<file path="src/rtl/pwm_carrier_scheduler_pkg.sv">
`default_nettype none
// ============================================================================
//  Module      : pwm_carrier_scheduler_pkg
//  Description : Shared constants for the PWM carrier scheduler, the PWM legs
//                and the host-register decoder (data width, state encoding).
//  Revision    : 1.0 - initial release
// ============================================================================
package pwm_carrier_scheduler_pkg;

    // Width of every period and duty word on the carrier bus.
    localparam int unsigned c_DATA_W = 16;

    // Sequencer state encoding, also exposed on state_o.
    localparam logic [1:0] c_ST_IDLE  = 2'd0;
    localparam logic [1:0] c_ST_ARM   = 2'd1;
    localparam logic [1:0] c_ST_RUN   = 2'd2;
    localparam logic [1:0] c_ST_FAULT = 2'd3;

endpackage : pwm_carrier_scheduler_pkg
`default_nettype wire

</file>
<file path="src/rtl/pwm_carrier_scheduler_shadow_reg.sv">
`default_nettype none
// ============================================================================
//  Module      : pwm_shadow_reg
//  Description : Generic double-buffered register. A write strobe loads the
//                staging copy; a transfer strobe copies staging into the
//                active copy seen by downstream logic.
//  Revision    : 1.0 - initial release
// ============================================================================
module pwm_shadow_reg
    import pwm_carrier_scheduler_pkg::*;
#(
    parameter int unsigned      WIDTH     = c_DATA_W,
    parameter logic [WIDTH-1:0] RESET_VAL = '0
) (
    input  logic             clk,
    input  logic             rst,
    input  logic             i_wr,
    input  logic [WIDTH-1:0] i_wr_data,
    input  logic             i_xfer,
    output logic [WIDTH-1:0] o_shadow,
    output logic [WIDTH-1:0] o_active
);

    logic [WIDTH-1:0] r_shadow;
    logic [WIDTH-1:0] r_active;

    // Staging and active copies; a write on the transfer cycle is held for
    // the following transfer because active samples the old staging value.
    always_ff @(posedge clk) begin
        if (rst) begin
            r_shadow <= RESET_VAL;
            r_active <= RESET_VAL;
        end else begin
            if (i_wr) begin
                r_shadow <= i_wr_data;
            end
            if (i_xfer) begin
                r_active <= r_shadow;
            end
        end
    end

    assign o_shadow = r_shadow;
    assign o_active = r_active;

endmodule : pwm_shadow_reg
`default_nettype wire

</file>
<file path="src/rtl/pwm_carrier_scheduler.sv">
`default_nettype none
// ============================================================================
//  Module      : pwm_carrier_scheduler
//  Description : Shared carrier counter, half-period phase flag, double-
//                buffered period/duty words and the common output-enable
//                sequencer (IDLE/ARM/RUN/FAULT) for a bank of symmetrical
//                PWM legs.
//  Revision    : 1.0 - initial release
// ============================================================================
module pwm_carrier_scheduler
    import pwm_carrier_scheduler_pkg::*;
#(
    parameter int unsigned         N_CH         = 3,
    parameter logic [c_DATA_W-1:0] MIN_PERIOD   = 16'd100,
    parameter logic [c_DATA_W-1:0] RESET_PERIOD = 16'd1000
) (
    input  logic                       clk_i,
    input  logic                       rst_i,
    input  logic [c_DATA_W-1:0]        period_i,
    input  logic                       period_wr_i,
    input  logic [c_DATA_W*N_CH-1:0]   duty_i,
    input  logic                       duty_wr_i,
    input  logic                       start_i,
    input  logic                       stop_i,
    input  logic                       fault_i,
    input  logic                       fault_clr_i,
    output logic [c_DATA_W-1:0]        local_counter_o,
    output logic                       sync_phase_o,
    output logic [c_DATA_W-1:0]        current_period_o,
    output logic [c_DATA_W-1:0]        next_period_o,
    output logic [c_DATA_W*N_CH-1:0]   duty_o,
    output logic                       enable_output_o,
    output logic [1:0]                 state_o,
    output logic                       boundary_o,
    output logic                       period_err_o
);

    // ------------------------------------------------------------------
    // Carrier counter state
    // ------------------------------------------------------------------
    logic [c_DATA_W-1:0] r_counter;
    logic                r_phase;
    logic                r_boundary;
    logic                r_period_err;

    logic [c_DATA_W-1:0] w_cur_period;
    logic [c_DATA_W-1:0] w_next_period;
    logic                w_wrap;
    logic [c_DATA_W-1:0] w_cnt_nxt;
    logic                w_phase_nxt;
    logic [c_DATA_W-1:0] w_cur_nxt;
    logic                w_bnd_nxt;
    logic                w_period_ok;

    // Sequencer state
    logic [1:0] r_state;
    logic [1:0] w_state_nxt;
    logic       r_stop_pend;
    logic       w_stop_pend_nxt;
    logic       r_enable;

    // Staging copies of the duties are only needed inside the shadow regs.
    logic [c_DATA_W*N_CH-1:0] w_unused_duty_stage;

    // Next-cycle counter, phase and boundary; the boundary flag is computed
    // one cycle ahead so boundary_o can be a plain register. The >= compare
    // keeps the counter from overrunning if the period ever shrinks.
    always_comb begin
        w_period_ok = (period_i >= MIN_PERIOD);
        w_wrap      = (r_counter >= (w_cur_period - 16'd1));
        w_cnt_nxt   = w_wrap ? '0 : (r_counter + 16'd1);
        w_phase_nxt = r_phase ^ w_wrap;
        w_cur_nxt   = r_boundary ? w_next_period : w_cur_period;
        w_bnd_nxt   = w_phase_nxt && (w_cnt_nxt >= (w_cur_nxt - 16'd1));
    end

    // Carrier counter, phase, boundary pulse and period-reject pulse.
    always_ff @(posedge clk_i) begin
        if (rst_i) begin
            r_counter    <= '0;
            r_phase      <= 1'b0;
            r_boundary   <= 1'b0;
            r_period_err <= 1'b0;
        end else begin
            r_counter    <= w_cnt_nxt;
            r_phase      <= w_phase_nxt;
            r_boundary   <= w_bnd_nxt;
            r_period_err <= period_wr_i && !w_period_ok;
        end
    end

    // Period: staging is next_period_o, active is current_period_o, copied
    // on the boundary cycle so the new period starts at counter 0, phase 0.
    pwm_shadow_reg #(
        .WIDTH     (c_DATA_W),
        .RESET_VAL (RESET_PERIOD)
    ) u_period_shadow (
        .clk       (clk_i),
        .rst       (rst_i),
        .i_wr      (period_wr_i && w_period_ok),
        .i_wr_data (period_i),
        .i_xfer    (r_boundary),
        .o_shadow  (w_next_period),
        .o_active  (w_cur_period)
    );

    // Duties: transferred whenever the phase toggles, so each half-carrier
    // sees one stable duty word per leg.
    genvar k;
    generate
        for (k = 0; k < N_CH; k++) begin : g_duty
            pwm_shadow_reg #(
                .WIDTH     (c_DATA_W),
                .RESET_VAL ('0)
            ) u_duty_shadow (
                .clk       (clk_i),
                .rst       (rst_i),
                .i_wr      (duty_wr_i),
                .i_wr_data (duty_i[k*c_DATA_W +: c_DATA_W]),
                .i_xfer    (w_wrap),
                .o_shadow  (w_unused_duty_stage[k*c_DATA_W +: c_DATA_W]),
                .o_active  (duty_o[k*c_DATA_W +: c_DATA_W])
            );
        end
    endgenerate

    // Sequencer next state; fault dominates start, stop and boundary.
    always_comb begin
        w_state_nxt     = r_state;
        w_stop_pend_nxt = r_stop_pend;
        if (fault_i) begin
            w_state_nxt     = c_ST_FAULT;
            w_stop_pend_nxt = 1'b0;
        end else begin
            case (r_state)
                c_ST_IDLE: begin
                    w_stop_pend_nxt = 1'b0;
                    if (start_i && !stop_i) begin
                        w_state_nxt = c_ST_ARM;
                    end
                end
                c_ST_ARM: begin
                    if (stop_i) begin
                        w_state_nxt = c_ST_IDLE;
                    end else if (r_boundary) begin
                        w_state_nxt = c_ST_RUN;
                    end
                end
                c_ST_RUN: begin
                    if (r_boundary && (r_stop_pend || stop_i)) begin
                        w_state_nxt     = c_ST_IDLE;
                        w_stop_pend_nxt = 1'b0;
                    end else if (stop_i) begin
                        w_stop_pend_nxt = 1'b1;
                    end
                end
                c_ST_FAULT: begin
                    w_stop_pend_nxt = 1'b0;
                    if (fault_clr_i) begin
                        w_state_nxt = c_ST_IDLE;
                    end
                end
                default: begin
                    w_state_nxt     = c_ST_IDLE;
                    w_stop_pend_nxt = 1'b0;
                end
            endcase
        end
    end

    // Sequencer registers; enable is decoded from the next state so it
    // lines up with the state it belongs to.
    always_ff @(posedge clk_i) begin
        if (rst_i) begin
            r_state     <= c_ST_IDLE;
            r_stop_pend <= 1'b0;
            r_enable    <= 1'b0;
        end else begin
            r_state     <= w_state_nxt;
            r_stop_pend <= w_stop_pend_nxt;
            r_enable    <= (w_state_nxt == c_ST_RUN);
        end
    end

    assign local_counter_o  = r_counter;
    assign sync_phase_o     = r_phase;
    assign current_period_o = w_cur_period;
    assign next_period_o    = w_next_period;
    assign enable_output_o  = r_enable;
    assign state_o          = r_state;
    assign boundary_o       = r_boundary;
    assign period_err_o     = r_period_err;

endmodule : pwm_carrier_scheduler
`default_nettype wire

</file>
<file path="config.mk">
export PLATFORM = sky130hd
export DESIGN_NAME = pwm_carrier_scheduler
export DESIGN_NICKNAME = d
export VERILOG_FILES = /design/src/rtl/pwm_carrier_scheduler_pkg.sv /design/src/rtl/pwm_carrier_scheduler_shadow_reg.sv /design/src/rtl/pwm_carrier_scheduler.sv
export SDC_FILE = /design/constraint.sdc
export NUM_CORES = 1
export LEC_CHECK = 0
export BUFFER_PORTS_ARGS = -buffer_cell sky130_fd_sc_hd__buf_2
export CAP_MARGIN = 20
export CORE_MARGIN = 2
export CORE_UTILIZATION = 48
export DETAILED_ROUTE_END_ITERATION = 16
export GPL_ROUTABILITY_DRIVEN = 0
export PLACE_DENSITY = 0.75
export SLEW_MARGIN = 20
export SYNTH_ARGS = -nofsm -noshare
export SYNTH_HDL_FRONTEND = slang
export SYNTH_SLANG_ARGS = --single-unit
</file>
<file path="constraint.sdc">
create_clock -name clk_i -period 3.89 [get_ports clk_i]
set_clock_uncertainty 0.05 [all_clocks]
set_input_delay 0.1945 -clock clk_i [delete_from_list [all_inputs] [get_ports clk_i]]
set_output_delay 0.1945 -clock clk_i [all_outputs]
set_load 0.05 [all_outputs]
</file>
# Word-level counts from Yosys, hierarchy flattened
# Index checks and enable logic that the tools add are counted.
[word_totals]
ff_bits = 151
wordCells = 52
output_inout_bits = 102
in_bits = 72
[classes]
n_addsub = 3
eq_ne = 5
order_cmp = 3
bitwise_logic = 1
n_reduce_logical = 13
muxes = 12
[ops]
columns = ["operator", "n"]
rows = [
  [">= comparator 16 bit", 2],
  ["two-way mux 16 bit", 2],
  ["subtractor 16 x 1 -> 16 bit (second input constant)", 2],
  ["adder 16 x 1 -> 16 bit (second input constant)", 1],
  [">= comparator 16 x 7 -> 1 bit (second input constant)", 1],
  ["two-way mux 2 bit", 6],
  ["case mux 2 bit (4 select lines)", 1],
  ["== test 2 bit (second input constant)", 3],
  ["logical AND 1 bit", 5],
  ["OR reduction 2 bit", 2],
  ["inequality test 3 bit (second input constant)", 1],
  ["== test 2 x 1 -> 1 bit (second input constant)", 1],
  ["zero test 1 bit", 2],
  ["zero test 2 bit", 1],
  ["two-way mux 1 bit", 2],
  ["case mux 1 bit (2 select lines)", 1],
  ["AND reduction 2 bit", 1],
  ["nonzero test 2 bit", 1],
  ["logical OR 1 bit", 1],
  ["bitwise XOR 1 bit", 1],
]

# Depth between registers and ports, before layout
# Gate-level depths: netlist of the first run.
[depth]
word_depth = 6
depth_mapped = 21
depth_no_buf = 19

# Modules after synthesis
# From an unflattened synthesis of the first run, not the netlist that was laid out.
[unflattened]
hier_cells = 734
area_unflattened_um2 = 7259.5
[modules_own_cells]
columns = ["module", "seq_area_each_um2", "cells_per_inst", "area_per_inst_um2", "instances"]
rows = [
  ["pwm_shadow_reg at g_duty[0].u_duty_shadow ...", 640.6, 103, 1157.4, 3],
  ["pwm_carrier_scheduler", 460.4, 322, 2601.2, 1],
  ["pwm_shadow_reg at u_period_shadow", 640.6, 103, 1186.1, 1],
]

# Worst setup path after synthesis of the first run
# OpenSTA, ideal clock, no wires.
[synth_timing]
path_kind = "reg2reg"
from = "register u_period_shadow.r_active[7], in the netlist u_period_shadow.o_active[7]"
to = "register r_boundary, in the netlist boundary_o"
t_arrival_ps = 4286
period_less_slack_ps = 4458
setup_time_ps = 122
stages_incl_launch_ff = 20
slack_ps = -568
cell_sequence = "dfxtp_1 -> or4_1 -> nor3_1 -> nand2_1 -> xor2_1 -> ha_1 -> a21oi_1 -> o21ai_0 -> a41oi_1 -> a21oi_1 -> buf_2 -> clkbuf_1 -> nor2_1 -> ha_1 -> o21ai_0 -> a21oi_1 -> o21ai_0 -> a21oi_1 -> o31a_1 -> o311a_1"
[synth_via]
elab_chain_cells = 5
elab_cells_between_ends = 8
classes_between = "add/sub: 2; order compare: 2; mux: 2; bitwise: 1; reduce/logical: 1"
[synth_rtl]
columns = ["element", "line", "text"]
rows = [
  ["from (decl)", "pwm_carrier_scheduler_shadow_reg.sv:25", "logic [WIDTH-1:0] r_active;"],
  ["from (signal assigned)", "pwm_carrier_scheduler_shadow_reg.sv:38", "r_active <= r_shadow;"],
  ["subtractor 16 x 1 -> 16 bit", "pwm_carrier_scheduler.sv:70", "w_wrap = (r_counter >= (w_cur_period - 16'd1));"],
  [">= comparator 16 bit", "pwm_carrier_scheduler.sv:70", ""],
  ["two-way mux 16 bit", "pwm_carrier_scheduler.sv:71", "w_cnt_nxt = w_wrap ? '0 : (r_counter + 16'd1);"],
  ["net w_cnt_nxt[1]", "pwm_carrier_scheduler.sv:49", "logic [c_DATA_W-1:0] w_cnt_nxt;"],
  [">= comparator 16 bit", "pwm_carrier_scheduler.sv:74", "w_bnd_nxt = w_phase_nxt && (w_cnt_nxt >= (w_cur_nxt - 16'd1));"],
  ["logical AND 1 bit", "pwm_carrier_scheduler.sv:74", ""],
  ["to (signal assigned)", "pwm_carrier_scheduler.sv:87", "r_boundary <= w_bnd_nxt;"],
  ["to (decl)", "pwm_carrier_scheduler.sv:43", "logic r_boundary;"],
]
# The timed path passes the listed nets, and every way through them passes these cells.
# A chain may end at the register's enable or synchronous reset.

# Worst setup path after layout of the first run
# Ends and elaborated chain as after synthesis.

==> results.toml, run 1 <==
[status]
status = "finished, final reports clean"

[cts]
clkTransAtPathRegs_ns = 0.06
cts_buffers = 17
clk_latency_ns = 0.41
cts_tree = "yes"
htreeDepth = 4
root_buffer = "clkbuf_16"
cts_num_sinks = 151
clock_path_buffers = 2

[global_routing]
grt_pass1_vias = 5939
grt_usage_pct = 24.5
grt_max_degree = 69
grt_pass1_wl_um = 29000
antenna_found_initial = 0
overflow = 0

[floorplan]
rows = 43
die_w_um = 123
coreArea_mm2 = 0.0139
die_area_mm2 = 0.0151
design.portCount = 174
die-height_um = 123
start_util_pct = 49.0

[min_path]
whs_endpoint = "g_duty[2].u_duty_shadow.o_shadow[5]"
min_path_type = "in -> reg"
min_from = "duty_i[37]"
hold_depth = 3

[worst_setup_path]
r2r-start = "u_period_shadow.o_active[7]"
startpoint_type = "flip-flop"
critPathRequiredTime_ns = 4.14
path_class = "reg -> reg"
worstRegToRegCells = 16
cp_max_fo = 6
cp.arrival_ns = 4.10
r2r_setup_slack_ns = 0.03
endpoint_kind = "flip-flop"
r2r-end = "boundary_o"

[sta]
finalSetupViolCount = 0
fin_ws_ns = 0.0348
max-slew-margin-rel_pct = 51.2
period_share_pct = 99.1
hold-worst-slack_ns = 0.0198
hold_viol = 0
rsz0062_at_grt = "yes"
period_needed_ns = 3.86
worst_pin_slew_ns = 0.730
slew_viol_final = 0
fmax_ghz = 0.259

[cells_and_area]
synthToLayoutAreaGrowth_pct = 35.9
finish.utilization_pct = 66.6
drive_above_1_share_pct = 26.2
n_antenna_cell = 0
fin_cells = 1166
nets = 1086
nFillCells = 1061

[synthesis]
synth-main-ff-cell = "dfxtp_1"
synth_area_leaders = "dfxtp_1 44%, mux2i_1 16%, nor2_1 9.0%"
synth_top_family_by_area = "simple AND/OR/NAND/NOR gates"
synthXorXnorAreaFrac_pct = 5.66
syn_area_mm2 = 0.00681
synthCells = 735
muxShareOfSynthArea_pct = 16.8
synth_compound_area_share_pct = 4.56
yosys.area.top_type_share_pct = 44.4
yosysSeqAreaShare_pct = 44.4
yosys.area.top_type = "dfxtp_1"
yosysUniqueCellTypes = 45
synth_most_common_cell = "nor2_1"
yosys.area_share.simple_pct = 18.4
ys_seq_elements = 151
avgSynthCellArea_um2 = 9.26
synth_edf_count = 0
synth_fp_nets = 846
async_flop_share_pct = 0
synth_common_cells = "164 x nor2_1, 151 x dfxtp_1, 112 x mux2i_1"
synth_fa_ha_area_share_pct = 7.17
ys_warn_count = 0

[routing]
wl_per_cell_um = 15.8
vias = 6075
ant_nets = 0
vias_per_cell = 5.21
dr.pass1.iters = 5
drt_iter0_drc = 316
drc = 0
routed_wl_um = 18400

[power_and_ir_drop]
p_per_area_mw_per_mm2 = 379
leakagePower_uw = 0.00418
ir_drop_uv = 393

[placement]
numPortBuffers = 173
dp.cells = 1066
place_ws_ns = -0.0681
hpwl_um = 12100

[flow_run]
drv_cap = 0
[report_power, final]
part,internal (µW),switching (µW)
clock network,920,659
registers,1590,35.2
logic,134,172
total,2640,866
[worst max-delay path by stage]
stage               slack, ns         end                         from
floorplan               -0.04  boundary_o  u_period_shadow.o_active[2]
global placement         0.06  boundary_o  u_period_shadow.o_active[2]
detailed placement      -0.07  boundary_o  u_period_shadow.o_active[9]
CTS                    0.0007  boundary_o  u_period_shadow.o_active[3]
global route            -0.16  boundary_o  u_period_shadow.o_active[7]
finish                   0.03  boundary_o  u_period_shadow.o_active[7]
[flip-flops by register name, summed over array words and instances (netlist names)]
register                       flops
boundary_o                         1
enable_output_o                    1
g_duty.u_duty_shadow.o_active     48
g_duty.u_duty_shadow.o_shadow     48
local_counter_o                   16
period_err_o                       1
r_stop_pend                        1
state_o                            2
sync_phase_o                       1
u_period_shadow.o_active          16
u_period_shadow.o_shadow          16
[final cells by class]
| type | count | area, µm² | area share, % |
|---|---|---|---|
| Tap cell | 180 | 225 | 2.44 |
| Sequential cell | 151 | 3050 | 32.9 |
| Clock inverter | 12 | 118 | 1.27 |
| Multi-Input combinational cell | 539 | 3690 | 39.9 |
| Timing Repair Buffer | 258 | 1690 | 18.3 |
| Inverter | 8 | 30.0 | 0.325 |
| Clock buffer | 18 | 450 | 4.87 |
[critical path, cell delays in order (launching register included)]
cell and delay, ns:
dfxtp_4 0.34, or4_4 0.57, nor3_4 0.22, nand2_1 0.09, xor2_1 0.15, ha_1 0.36, nand2_1 0.09, o21ai_2 0.20
a41oi_2 0.07, a21oi_4 0.26, nor2_1 0.10, ha_1 0.29, o21a_1 0.16, o21ai_0 0.16, a21oi_1 0.06, o31a_1 0.24
o311a_1 0.33
[cell families after synthesis]
logic type,count (synthesis)
XOR/XNOR,44
AND/OR/NAND/NOR,288
flip-flops,151
adder cells (fa/ha/maj),39
buffers and inverters,45
multiplexers,114
AO/OA/AOI/OAI,54
[layout by cell type (no fill, tap or decap), types with 2 or more instances in the layout]
cell type	n
buf_2	172
nor2_1	164
dfxtp_1	141
mux2i_1	112
dlygate4sd3_1	64
nand2_1	61
ha_1	39
xor2_1	28
a21oi_1	22
clkbuf_16	18
buf_4	18
xnor2_1	16
nand3_1	14
o21ai_0	11
inv_1	8
nor3_1	8
nor4_1	6
dfxtp_2	6
o21ai_1	5
nor3b_1	4
clkinv_4	4
inv_6	4
dfxtp_4	4
nand4_1	3
and3_1	3
nor3b_2	3
or3_1	3
buf_6	3
nor2b_1	2
and2_1	2
o211ai_1	2
or4_4	2
or2_2	2
a21oi_2	2
a41oi_2	2
nand3b_1	2
clkinv_2	2
[routing by layer]
metal  GRT usage, %  up-vias  wire [µm]
met5              0        -          0
met4           11.2        0        605
met3           6.46       44       1130
met2           41.3      201       8970
met1           29.2     2853       7690
li1               -     2977          -
[metrics by stage]
step           setup TNS [ns]  cell area, µm²  power (µW)
4_1_cts                     0            9170        3530
2_1_floorplan         -0.0365            6880        1820
5_1_grt                -0.156            9250        3630
6_report                    0            9250        3510
3_5_place_dp          -0.0681            7920        1900
3_3_place_gp                0            7920        1900
[what timing repair did]
action | CTS | global route
endpoints found under the setup margin | 1 | 39
cloned | 0 | 0
endpoints found under the hold margin | 66 | 0
hold buffers | 64 | 0
buffers inserted | 2 | 4
pin swaps | 4 | 9
gates resized for setup | 7 | 9
Power figures use the tool's default switching activity.
==> run 2, diff against run 1 <==
Settings changed: HOLD_SLACK_MARGIN set to 0.12.
==> run 2 against run 1 <==
  * Power grew 0.11%
  * Non-clock buffer count rose by 5
  * Worst setup slack lost 0.024 ns
  * First-iteration DRC count is 4.4% lower
  * Critical path type unchanged
  * Hold slack improved by 0.18 ns
  * Largest power group unchanged
  * Final cell count increased by 0.43%
  * Core utilization grew 0.36 points
==> results.toml, run 2 (synthesized netlist as in run 1, its figures left out) <==
[status]
status = "finished, final reports clean"

[routing]
drc = 0
drt_iter0_drc = 302
vias = 6103
routed_wl_um = 18500
vias_per_cell = 5.21
wl_per_cell_um = 15.8
ant_nets = 0
dr.pass1.iters = 5

[sta]
finalSetupViolCount = 0
hold_viol = 0
period_needed_ns = 3.88
rsz0062_at_grt = "yes"
slew_viol_final = 0
period_share_pct = 99.7
max-slew-margin-rel_pct = 50.4
fmax_ghz = 0.258
worst_pin_slew_ns = 0.743

[cells_and_area]
multiInputGateArea_mm2 = 0.00369
synthToLayoutAreaGrowth_pct = 36.6
finish.utilization_pct = 67.0
n_antenna_cell = 0
fin_cells = 1171
nets = 1091
final_common_cell = "buf_2"
seq_area_mm2 = 0.00305
layout_common_cells = "172 x buf_2, 164 x nor2_1, 141 x dfxtp_1"
nFillCells = 1051
drive_above_1_share_pct = 26.0

[floorplan]
design.portCount = 174
rows = 43
die_w_um = 123
start_util_pct = 49.0
die_area_mm2 = 0.0151
die-height_um = 123
coreArea_mm2 = 0.0139

[min_path]
whs_endpoint = "g_duty[0].u_duty_shadow.o_shadow[14]"
min_from = "rst_i"
hold_depth = 2
min_path_type = "in -> reg"

[worst_setup_path]
cp_max_fo = 6
cp.arrival_ns = 4.13
r2r-start = "u_period_shadow.o_active[7]"
worstRegToRegCells = 17
r2r_setup_slack_ns = 0.01
endpoint_kind = "flip-flop"
critPathRequiredTime_ns = 4.14
path_class = "reg -> reg"
startpoint_type = "flip-flop"
r2r-end = "boundary_o"

[cts]
cts_tree = "yes"
clock_path_buffers = 2
htreeDepth = 4
cts_buffers = 17
cts_num_sinks = 151
clkTransAtPathRegs_ns = 0.06
root_buffer = "clkbuf_16"
clk_latency_ns = 0.42

[placement]
hpwl_um = 12100
dp.cells = 1066
numPortBuffers = 173

[global_routing]
grt_max_degree = 69
overflow = 0
grt_usage_pct = 24.8
grt_pass1_vias = 6006
antenna_found_initial = 0
grt_pass1_wl_um = 29300

[power_and_ir_drop]
p_switching_uw = 867
p_comb_share_pct = 8.8
p_per_area_mw_per_mm2 = 378
pwr-share-clk_pct = 45.0
sequentialPowerShare_pct = 46.2
leakagePower_uw = 0.00420
power_uw = 3510
ir_drop_uv = 358
sw_frac_of_total_pct = 24.7
intPower_uw = 2650

[flow_run]
drv_cap = 0
==> run 2: changes by cell type in the layout (fill, tap and decap cells not counted), sizes merged <==
| cell | change |
|---|---|
| dlygate4sd3 | +5 |
==> run 2: what timing repair did <==
item	CTS	global route
setup buffers	2	4
endpoints found under the hold margin	69	0
gates resized for setup	7	9
setup endpoints to repair	1	37
hold buffers	69	0
pin swaps	4	9
==> run 2: layout make-up <==
| class | count | share of cell area, % |
|---|---|---|
| Multi-Input combinational cell | 539 | 39.7 |
| Sequential cell | 151 | 32.8 |
| Timing Repair Buffer | 263 | 18.7 |
| Clock buffer | 18 | 4.84 |
| Tap cell | 180 | 2.42 |
| Clock inverter | 12 | 1.26 |
| Inverter | 8 | 0.323 |
==> run 2: worst max-delay path by stage <==
stage,from,cells after the start,slack [ns],to
after floorplan,u_period_shadow.o_active[2],18,-0.04,boundary_o
after detailed placement,u_period_shadow.o_active[9],17,-0.07,boundary_o
final,u_period_shadow.o_active[7],17,0.01,boundary_o
after global placement,u_period_shadow.o_active[2],16,0.06,boundary_o
after global routing,u_period_shadow.o_active[7],17,-0.16,boundary_o
after CTS,u_period_shadow.o_active[3],19,0.0007,boundary_o
==> run 2: stage by stage <==
stage	area, µm²	setup WS [ns]	TNS (ns)	hold slack [ns]
floorplan	6880	-0.0365	-0.0365	0.223
CTS	9220	0.000737	0	0.188
detailed placement	7920	-0.0681	-0.0681	0.380
finish	9300	0.0110	0	0.202
global placement	7920	0.0619	0	0.375
global route	9300	-0.156	-0.156	0.214
==> run 2: power by group through the flow <==
stage          Sequential, µW  Combinational [µW]  Clock, µW
2_1_floorplan            1700                 119          0
3_3_place_gp             1660                 243          0
3_5_place_dp             1660                 247          0
4_1_cts                  1620                 302       1610
5_1_grt                  1630                 335       1680
6_report                 1620                 309       1580
==> run 2: metal layers <==
layer	wire, µm	share of wire [%]	vias to the layer above	global-route usage, %
li1	-	-	2989	-
met1	7620	41	2848	29.5
met2	9040	49	216	41.9
met3	1140	6.1	50	6.32
met4	692	3.7	0	11.4
met5	0	0	-	0
==> run 2: worst max-delay path: stages, from the launching register on <==
cell and delay (ns):
dfxtp_4 0.34, or4_4 0.57, nor3_4 0.22, nand2_1 0.09, xor2_1 0.15, ha_1 0.36
nand2_1 0.09, o21ai_2 0.20, a41oi_2 0.07, a21oi_4 0.26, buf_6 0.16, nor2_1 0.05
ha_1 0.31, a211oi_2 0.22, o21ai_1 0.11, o211ai_1 0.10, a21oi_1 0.10, o311a_1 0.31
==> run 3, diff against run 2 <==
Settings changed: PLACE_DENSITY 0.75 to unset, PLACE_DENSITY_LB_ADDON set to 0.3.
==> run 3 against run 2 <==
  * Die area unchanged
  * Worst setup slack better by 0.058 ns
  * Power up 2.6%
  * Critical path depth unchanged
  * Sequential share of layout area down 0.23 points
  * Final area up 0.71%
  * Sequential power about the same
  * Clock power up 6%
  * Routed wire length down 4.2%
  * Sequential cell count unchanged
  * Core utilization up 0.48 points
  * Largest power group is now the clock network
==> results.toml, run 3 (synthesized netlist as in run 1, its figures left out) <==
[cts]
htreeDepth = 4
cts_buffers = 17
cts_tree = "yes"
clkTransAtPathRegs_ns = 0.06
clock_path_buffers = 2
clk_latency_ns = 0.41
cts_num_sinks = 151
root_buffer = "clkbuf_16"

[worst_setup_path]
path_delay_family = "compound AO/OA/AOI/OAI gates"
slowest_delay_ns = 0.54
r2r-start = "u_period_shadow.o_active[7]"
worstRegToRegCells = 17
r2r-end = "boundary_o"
cp.arrival_ns = 4.07
critPathRequiredTime_ns = 4.14
r2r_setup_slack_ns = 0.07
startpoint_type = "flip-flop"
path_class = "reg -> reg"
worst_path_max_delay_cell = "or4_4"
cp_max_fo = 4
cp_num_buf_inv = 1
cp_cell_sequence = "or4_4, nor2_1, and4bb_2, xnor2_1, ha_1, nand2_1, o21ai_2, a41oi_2, a21oi_2, buf_2, nor2_1, ha_1, a21oi_1, o21ai_1, o211ai_1, a21oi_1, o311a_1"
endpoint_kind = "flip-flop"
path_depth = 17

[floorplan]
die-height_um = 123
die_area_mm2 = 0.0151
coreArea_mm2 = 0.0139
start_util_pct = 49.0
die_w_um = 123
rows = 43
design.portCount = 174

[placement]
place_ws_ns = -0.0403
dp.cells = 1065
hpwl_um = 11700
numPortBuffers = 173

[routing]
vias = 5960
routed_wl_um = 17700
vias_per_cell = 5.07
ant_nets = 0
wl_per_cell_um = 15.1
drc = 0
dr.pass1.iters = 4
drt_iter0_drc = 302

[sta]
period_share_pct = 98.2
fmax_ghz = 0.262
hold-worst-slack_ns = 0.180
fin_ws_ns = 0.0692
period_needed_ns = 3.82
max-slew-margin-rel_pct = 50.8
hold_viol = 0
finalSetupViolCount = 0
rsz0062_at_grt = "yes"
slew_viol_final = 0
worst_pin_slew_ns = 0.738

[cells_and_area]
synthToLayoutAreaGrowth_pct = 37.6
layout_common_cells = "173 x buf_2, 158 x nor2_1, 141 x dfxtp_1"
drive_above_1_share_pct = 26.9
nFillCells = 1086
final_common_cell = "buf_2"
fin_cells = 1175
nets = 1092

[min_path]
hold_depth = 2
min_from = "rst_i"
min_path_type = "in -> reg"
whs_endpoint = "g_duty[0].u_duty_shadow.o_shadow[3]"

[global_routing]
busiest_layer = "met2"
grt_max_degree = 74
grtUsageMet1_pct = 27.7
antenna_found_initial = 2
grt_usage_pct = 23.4
use_met2_pct = 39.5
use_met3_pct = 6.83
grt_pass1_vias = 5788
overflow = 0
grt_pass1_wl_um = 27800

[power_and_ir_drop]
pwr-share-clk_pct = 46.5
p_switching_uw = 864
power_uw = 3600
sequentialPowerShare_pct = 45.0
leakagePower_uw = 0.00421
sw_frac_of_total_pct = 24.0
ir_drop_uv = 298
p_per_area_mw_per_mm2 = 385
p_comb_share_pct = 8.5
intPower_uw = 2740

[flow_run]
drv_cap = 0

[status]
status = "finished, final reports clean"
run 3: worst max path at each step:
stage                                start         end
2_1_floorplan  u_period_shadow.o_active[2]  boundary_o
3_3_place_gp   u_period_shadow.o_active[2]  boundary_o
3_5_place_dp   u_period_shadow.o_active[2]  boundary_o
4_1_cts        u_period_shadow.o_active[3]  boundary_o
5_1_grt        u_period_shadow.o_active[2]  boundary_o
6_report       u_period_shadow.o_active[7]  boundary_o
run 3: power by group through the flow:
stage               registers [µW]  logic [µW]  clock network (µW)
global placement              1650         242                   0
CTS                           1620         301                1710
detailed placement            1660         246                   0
global route                  1630         333                1770
floorplan                     1700         119                   0
finish                        1620         307                1670
run 3: repair_timing:
action / in CTS / in global routing
hold buffers: 69 / 0
setup endpoints to repair: 1 / 41
buffers inserted: 1 / 5
pin swaps: 4 / 18
resized for setup: 3 / 22
endpoints found under the hold margin: 69 / 0
gates cloned: 0 / 2
run 3: metal layers:
| metal | wire (µm) | vias to the layer above |
|---|---|---|
| li1 | - | 2995 |
| met1 | 7510 | 2768 |
| met5 | 0 | - |
| met2 | 8800 | 158 |
| met4 | 488 | 0 |
| met3 | 918 | 39 |
run 3: layout make-up:
type / instances / area [µm²] / area share, %
Antenna cell: 3 / 7.51 / 0.0802
Clock buffer: 17 / 425 / 4.54
Clock inverter: 13 / 174 / 1.86
Inverter: 8 / 30.0 / 0.321
Multi-Input combinational cell: 540 / 3730 / 39.8
Sequential cell: 151 / 3050 / 32.5
Tap cell: 180 / 225 / 2.40
Timing Repair Buffer: 263 / 1730 / 18.5
run 3: per-stage QoR:
| step | setup TNS, ns | utilization [%] | cell area [µm²] |
|---|---|---|---|
| floorplan | -0.0365 | - | 6880 |
| global placement | 0 | 57.0 | 7910 |
| detailed placement | -0.0403 | 57.0 | 7910 |
| CTS | 0 | 66.4 | 9220 |
| global route | -0.145 | 67.5 | 9360 |
| finish | 0 | 67.5 | 9370 |
